[src/rtl/uart_arb_pkg.sv]
// Shared types and helpers for the UART transmit arbiter and its round-robin picker.
package uart_arb_pkg;

    typedef enum logic [1:0] {
        IDLE = 2'd0,
        HDR  = 2'd1,
        SEND = 2'd2
    } arb_state_e;

    // Index width for an n-entry vector; never narrower than one bit.
    function automatic int idx_width(input int n);
        return (n > 2) ? $clog2(n) : 1;
    endfunction

endpackage

[src/rtl/uart_tx_arbiter_rr_pick.sv]
// Combinational round-robin priority encoder: first set request at or above ptr_i, wrapping.
module rr_pick
    import uart_arb_pkg::*;
#(
    parameter int NUM_REQ = 4,
    parameter int IDX_W   = idx_width(NUM_REQ)
) (
    input  logic [NUM_REQ-1:0] req_i,
    input  logic [IDX_W-1:0]   ptr_i,
    output logic [IDX_W-1:0]   idx_o,
    output logic               any_o
);

    logic [NUM_REQ-1:0] rot_req;
    logic [IDX_W-1:0]   cand [NUM_REQ];

    // cand[gi] is the requester gi positions after the pointer, modulo NUM_REQ.
    for (genvar gi = 0; gi < NUM_REQ; gi++) begin : g_rot
        logic [IDX_W:0] sum;
        assign sum         = {1'b0, ptr_i} + (IDX_W+1)'(gi);
        assign cand[gi]    = (sum >= (IDX_W+1)'(NUM_REQ)) ?
                             IDX_W'(sum - (IDX_W+1)'(NUM_REQ)) : sum[IDX_W-1:0];
        assign rot_req[gi] = req_i[cand[gi]];
    end

    always_comb begin
        idx_o = '0;
        for (int k = NUM_REQ - 1; k >= 0; k--) begin
            if (rot_req[k]) begin
                idx_o = cand[k];
            end
        end
    end

    assign any_o = |req_i;

endmodule

[src/rtl/uart_tx_arbiter.sv]
// Packet-granular round-robin arbiter sharing one uart_tx between NUM_REQ byte streams.
// Optional source-ID header byte per packet: define UART_TX_ARBITER_ID_HEADER_EN.
module uart_tx_arbiter
    import uart_arb_pkg::*;
#(
    parameter int                    NUM_REQ    = 4,
    parameter int                    DATA_WIDTH = 8,
    parameter logic [DATA_WIDTH-1:0] HDR_BASE   = DATA_WIDTH'(8'hF0)
) (
    input  logic                          clk,
    input  logic                          rst,
    input  logic [NUM_REQ*DATA_WIDTH-1:0] s_data,
    input  logic [NUM_REQ-1:0]            s_valid,
    input  logic [NUM_REQ-1:0]            s_last,
    output logic [NUM_REQ-1:0]            s_ready,
    output logic [DATA_WIDTH-1:0]         m_data,
    output logic                          m_valid,
    input  logic                          m_ready,
    output logic [idx_width(NUM_REQ)-1:0] grant_id,
    output logic                          busy
);

    localparam int IDX_W = idx_width(NUM_REQ);

    arb_state_e             state_q, state_d;
    logic [IDX_W-1:0]       grant_q, grant_d;
    logic [IDX_W-1:0]       rr_ptr_q, rr_ptr_d;
    logic [IDX_W-1:0]       pick_idx;
    logic                   pick_any;
    logic [IDX_W-1:0]       next_ptr;
    logic [DATA_WIDTH-1:0]  lane_data [NUM_REQ];

    for (genvar gi = 0; gi < NUM_REQ; gi++) begin : g_lane
        assign lane_data[gi] = s_data[gi*DATA_WIDTH +: DATA_WIDTH];
    end

    rr_pick #(
        .NUM_REQ (NUM_REQ),
        .IDX_W   (IDX_W)
    ) u_pick (
        .req_i   (s_valid),
        .ptr_i   (rr_ptr_q),
        .idx_o   (pick_idx),
        .any_o   (pick_any)
    );

    assign next_ptr = (grant_q == IDX_W'(NUM_REQ - 1)) ? '0 : grant_q + IDX_W'(1);

    always_comb begin
        state_d  = state_q;
        grant_d  = grant_q;
        rr_ptr_d = rr_ptr_q;
        m_valid  = 1'b0;
        m_data   = '0;
        s_ready  = '0;
        case (state_q)
            IDLE: begin
                if (pick_any) begin
                    grant_d = pick_idx;
`ifdef UART_TX_ARBITER_ID_HEADER_EN
                    state_d = HDR;
`else
                    state_d = SEND;
`endif
                end
            end
`ifdef UART_TX_ARBITER_ID_HEADER_EN
            HDR: begin
                m_valid = 1'b1;
                m_data  = HDR_BASE | DATA_WIDTH'(grant_q);
                if (m_ready) begin
                    state_d = SEND;
                end
            end
`endif
            SEND: begin
                // The granted lane is wired straight through; the grant holds across valid gaps.
                m_data           = lane_data[grant_q];
                m_valid          = s_valid[grant_q];
                s_ready[grant_q] = m_ready;
                if (s_valid[grant_q] && m_ready && s_last[grant_q]) begin
                    rr_ptr_d = next_ptr;
                    state_d  = IDLE;
                end
            end
            default: begin
                state_d = IDLE;
            end
        endcase
    end

    always_ff @(posedge clk or posedge rst) begin
        if (rst) begin
            state_q  <= IDLE;
            grant_q  <= '0;
            rr_ptr_q <= '0;
        end else begin
            state_q  <= state_d;
            grant_q  <= grant_d;
            rr_ptr_q <= rr_ptr_d;
        end
    end

    assign grant_id = grant_q;
    assign busy     = (state_q != IDLE);

`ifndef UART_TX_ARBITER_ID_HEADER_EN
    logic unused_hdr_base;
    assign unused_hdr_base = ^HDR_BASE;
`endif

endmodule

[config.mk]
export PLATFORM = sky130hd
export DESIGN_NAME = uart_tx_arbiter
export DESIGN_NICKNAME = d
export VERILOG_FILES = /design/src/rtl/uart_arb_pkg.sv /design/src/rtl/uart_tx_arbiter_rr_pick.sv /design/src/rtl/uart_tx_arbiter.sv
export SDC_FILE = /design/constraint.sdc
export NUM_CORES = 1
export LEC_CHECK = 0
export ABC_AREA = 1
export CORE_MARGIN = 2
export CORE_UTILIZATION = 36
export DETAILED_ROUTE_END_ITERATION = 8
export PLACE_DENSITY = 0.86
export SLEW_MARGIN = 5
export SYNTH_ARGS = -nofsm -noshare
export SYNTH_HDL_FRONTEND = slang
export SYNTH_HIERARCHICAL = 1
export SYNTH_SLANG_ARGS = --single-unit
[constraint.sdc]
create_clock -name clk -period 1.62 [get_ports clk]
set_input_delay 0.324 -clock clk [delete_from_list [all_inputs] [get_ports clk]]
set_output_delay 0.324 -clock clk [all_outputs]
set_load 0.01 [all_outputs]
# Word level (Yosys, flattened, before mapping)
# Index checks and enable logic that the tools add are counted.
# totals
regBits,6
in_bits,43
out_inout_bits,16
word_cells,69
# classes
add_sub_neg,8
n_lt_le_gt_ge,11
n_eq_ne,4
mux,32
bitwise_logic,2
n_reduce_logical,9
# op_table
op,n
2-to-1 mux 8 bit,3
2-to-1 mux 2 bit,11
binary-select mux 8 bit (select 2 bit),1
"< comparator 2 x 3 -> 1 bit, second input constant",5
binary-select mux 1 bit (select 2 bit),6
">= comparator 3 bit, second input constant",4
2-to-1 mux 1 bit,8
"subtractor 2 x 1 -> 2 bit, second input constant",4
"adder 2 x 2 -> 3 bit, second input constant",2
AND reduction 2 bit,3
AND 4 bit,1
"equality test 2 bit, second input constant",2
2-to-1 mux 4 bit,1
"inequality test 2 bit, second input constant",2
one-hot mux 2 bit (2 select lines),1
OR reduction 4 bit,1
"adder 2 x 1 -> 3 bit, second input constant",1
">= comparator 2 x 3 -> 1 bit, second input constant",1
logical AND 1 bit,3
NOT 2 -> 3 bit,1
"adder 2 x 1 -> 2 bit, second input constant",1
demux 1 bit (select 2 bit),1
">= comparator 2 x 1 -> 1 bit, second input constant",1
zero test 2 bit,1
nonzero test 2 bit,1

# Logic depth before layout (Yosys ltp)
# logic_depth
ltp_word,9
ltp_mapped,12
depth_no_buf,12

# Hierarchy
# The synthesis kept the hierarchy.
# by_module_without_submodules
mod,n_inst,cells_each,area_per_inst_um2,seq_area_each_um2
uart_tx_arbiter,1,128,714.4,125.1
rr_pick,1,46,188.9,0.0

# Worst setup path after synthesis
# Ideal clock, no wire load.
# synth_timing
kind,register -> output
from,register grant_q[0] (netlist: grant_id[0])
to,output s_ready[2]
arrival_ps,1179
required_time_ps,1296
setup_slack_ps,117
path_stages_with_launch,7
path_buffers,2
path_cell_list,dfrtp_1 -> inv_2 -> buf_6 -> buf_6 -> ha_1 -> inv_1 -> nor2_1
# synth_via
elab_chain_len,6
elab_cells_between_ends,7
cone_classes,order compare: 2; mux: 3; bitwise: 1; reduce/logical: 1
# synth_rtl
element,line,source
from (decl),uart_tx_arbiter.sv:26,"logic [IDX_W-1:0] grant_q, grant_d;"
from (signal assigned),uart_tx_arbiter.sv:99,grant_q <= grant_d;
< comparator 2 x 3 -> 1 bit (implied by the code) or >= comparator 2 x 1 -> 1 bit (tied branches),uart_tx_arbiter.sv:80,s_ready[grant_q] = m_ready;
logical AND 1 bit (implied by the code),uart_tx_arbiter.sv:80,
2-to-1 mux 1 bit (implied by the code),uart_tx_arbiter.sv:80,
demux 1 bit (select 2 bit) *,uart_tx_arbiter.sv:80,
AND 4 bit (no line) *,-,
2-to-1 mux 4 bit *,uart_tx_arbiter.sv:56,case (state_q)
to (decl),uart_tx_arbiter.sv:15,"output logic [NUM_REQ-1:0] s_ready,"
# Mark *: on every way between the ends. The rest lies on a longest branch, timed or not.

# Worst setup path after layout
# layout_timing
from,register grant_q[0] (netlist: grant_id[0])
to,output m_valid
# layout_via
elab_chain_len,3
# layout_rtl
element,line,source
binary-select mux 1 bit (select 2 bit),uart_tx_arbiter.sv:79,m_valid = s_valid[grant_q];
2-to-1 mux 1 bit (implied by the code),uart_tx_arbiter.sv:79,
2-to-1 mux 1 bit,uart_tx_arbiter.sv:56,
to (decl),uart_tx_arbiter.sv:17,"output logic m_valid,"
# No other way between the ends. The select of a mux whose other input is x is not followed.

==> metrics.txt <==
WL/cell=between 10 and 15 um; Synth Instances=between 150 and 200; Setup crit end=m_valid; Max-Cap Viols=0; clock latency on the worst-skew pair=about 0.24 ns; Mapped Nets=221; LEAKAGE=approximately 0.86 nW; Final WS setup=-0.04643 ns; largest net degree at the start of global routing=17; port bufs=58; initial core utilization=37.14%; GRT Overall Usage=a little over a fifth; worst setup path startpoint=grant_id[0]; R2R Path Start=rr_ptr_q[0]; Synth Warn #=6; CTS tree=yes; Clock Skew=0.00004094 ns; Cell Rows=18; normalized max-slew margin=about four fifths; critical path arrival=1.34 ns; Longest Clk Path Bufs=2; final hold vios=0; GR Overflow Total=0; Final HPWL DP=2500 um; Cell variety after synth=18; failing checks=setup timing; Placer Congestion=0.8115; ANT cells=0; CTS sink cnt=5; Area growth syn-to-layout=85.87%; Fmax achieved=0.6001 GHz; final worst path period share=102.9%; CTS Buf Count=3; Worst Hold Class=in2async; Seq. cell area=about 130 um^2; RSZ-0062 raised after global routing=true; H-tree depth=1; outcome=complete, but fails checks; Power Dens Cells=about 1600 mW/mm^2; final wirelength=approximately 3100 um; Slew @ Worst Pin=0.2818 ns; Synth top area share=18.28%; Pre-antenna DRT Iters=4; antenna-violating nets left=0; Post-CTS Hold Buffers=0; Die Y=54.10 um; Root Driver=clkbuf_4; cell taking the most area after synthesis=nand2_1; I/O pins=59; Starting DRT DRC Count=16; share of cells above drive strength 1=22.22%; worst-case reg-to-reg path depth=11; Vias=1311; Die Wd=54.10 um; drt via density=4.649; Tmin final=1.666 ns; VDD IR max=951.8 uV; CP endpoint kind=primary output; critical path fanouts, max=4; Synth Register Bits=5; Synth area leaders=nand2_1 18%, nor2_1 17%, dfrtp_1 14%, inv_1 8.3%, nand3_1 8.3%; Post-Place Worst Slack=-0.4077 ns; Die ar.=0.002926 mm^2; residual DRC count=0; max-slew violations=0; nets=300; core area=about 0.0024 mm^2; global-route wire length before repair=~4700 um; Worst R2R End=grant_id[0]; Layout fillers=217; WS Path Type=reg2out; Tot Pwr=approximately 0.0026 W; vias in the first global route=roughly 1100; # setup viols final=11; required time worst endpoint=1.30 ns; mapped cell area=903.4 um^2; antenna violations before repair=0; flop2flop setup slack=0.17 ns; crit start category=flip-flop; clock transition at the registers of the reported paths=0.04 ns; most frequent cells in the layout=42 x nand2_1, 42 x clkdlybuf4s50_1, 38 x nor2_1; multi-input combinational cell area=a little under 700 um^2; sequential element share of the synthesized area=13.85%; synthesized area per cell=5.192 um^2
timing repair:
| item | 4_1_cts | 5_1_grt |
|---|---|---|
| buffers inserted | 1 | 1 |
| pin swaps | 0 | 11 |
| setup endpoints to repair | 15 | 14 |
| gates resized for setup | 65 | 16 |
flip-flops by register name, summed over array words and instances (netlist names):
name	cells
grant_id	2
rr_ptr_q	2
state_q	1
power by group:
group / internal [W] / switching, W / leakage, nW / total [W]
Sequential: 0.000180 / 0.0000673 / 0.0570 / 0.000247
Clock: 0.0000928 / 0.0000467 / 0.0150 / 0.000140
Combinational: 0.00108 / 0.00118 / 0.792 / 0.00226
Total: 0.00135 / 0.00130 / 0.864 / 0.00265
per-stage QoR:
step                utilization [%]  TNS (ns)  cell area, um^2  std cells  hold WS, ns
global route                  69.03    -1.375             1679        282       0.3046
CTS                           67.13   -0.5259             1633        281       0.2831
detailed placement            67.64    -4.636             1645        276       0.5430
floorplan                         -         0            903.4        174       0.1025
finish                        69.03   -0.2134             1679        282       0.2863
global placement              67.64    -4.413             1645        276       0.5335
kinds of logic after synthesis:
group,Yosys count,share of synthesized area [%]
AO/OA/AOI/OAI,28,15.51
flip-flops,5,13.85
buffers and inverters,29,15.24
adder cells (fa/ha/maj),4,5.540
AND/OR/NAND/NOR,108,49.86
synthesized netlist by cell type:
cell      count
ha_1          4
buf_4         1
inv_1        20
o21ai_0       9
nor2_4        1
nand2_2       4
dfrtp_1       5
buf_6         3
nor2_1       42
a21oi_1      11
inv_2         2
clkinv_1      1
o21ai_1       8
nand2_1      44
nand3_1      15
nand3_2       1
buf_2         2
nand4_1       1
per-layer routing:
| metal | wire length, um | vias up | GRT usage, % |
|---|---|---|---|
| li1 | - | 700 | - |
| met4 | 31 | 0 | 5.417 |
| met5 | 0 | - | 0 |
| met1 | 1448 | 576 | 27.59 |
| met2 | 1487 | 31 | 37.80 |
| met3 | 119 | 4 | 2.222 |
worst max-delay path, stage by stage, from the launching register on:
cell and delay [ns]:
dfrtp_1 0.38, buf_6 0.13, inv_4 0.07, buf_4 0.11
nand2_1 0.06, nand3_1 0.08, nand2_2 0.06, nor2_1 0.07
buf_2 0.14
area by class of cell:
| type | count | area share [%] |
|---|---|---|
| flip-flops and latches | 5 | 7.452 |
| multi-input cells | 140 | 40.09 |
| well taps | 30 | 2.235 |
| clock buffers | 4 | 1.565 |
| repair buffers | 80 | 43.37 |
| inverters | 23 | 5.291 |
worst min-delay path by stage:
| stage | cells past startpoint | endpoint |
|---|---|---|
| 2_1_floorplan | 1 | grant_id[0] |
| 3_3_place_gp | 2 | state_q[1] |
| 3_5_place_dp | 2 | state_q[1] |
| 4_1_cts | 2 | state_q[1] |
| 5_1_grt | 2 | rr_ptr_q[1] |
| 6_report | 2 | state_q[1] |
Note: power is estimated with default switching activity, not from simulation.
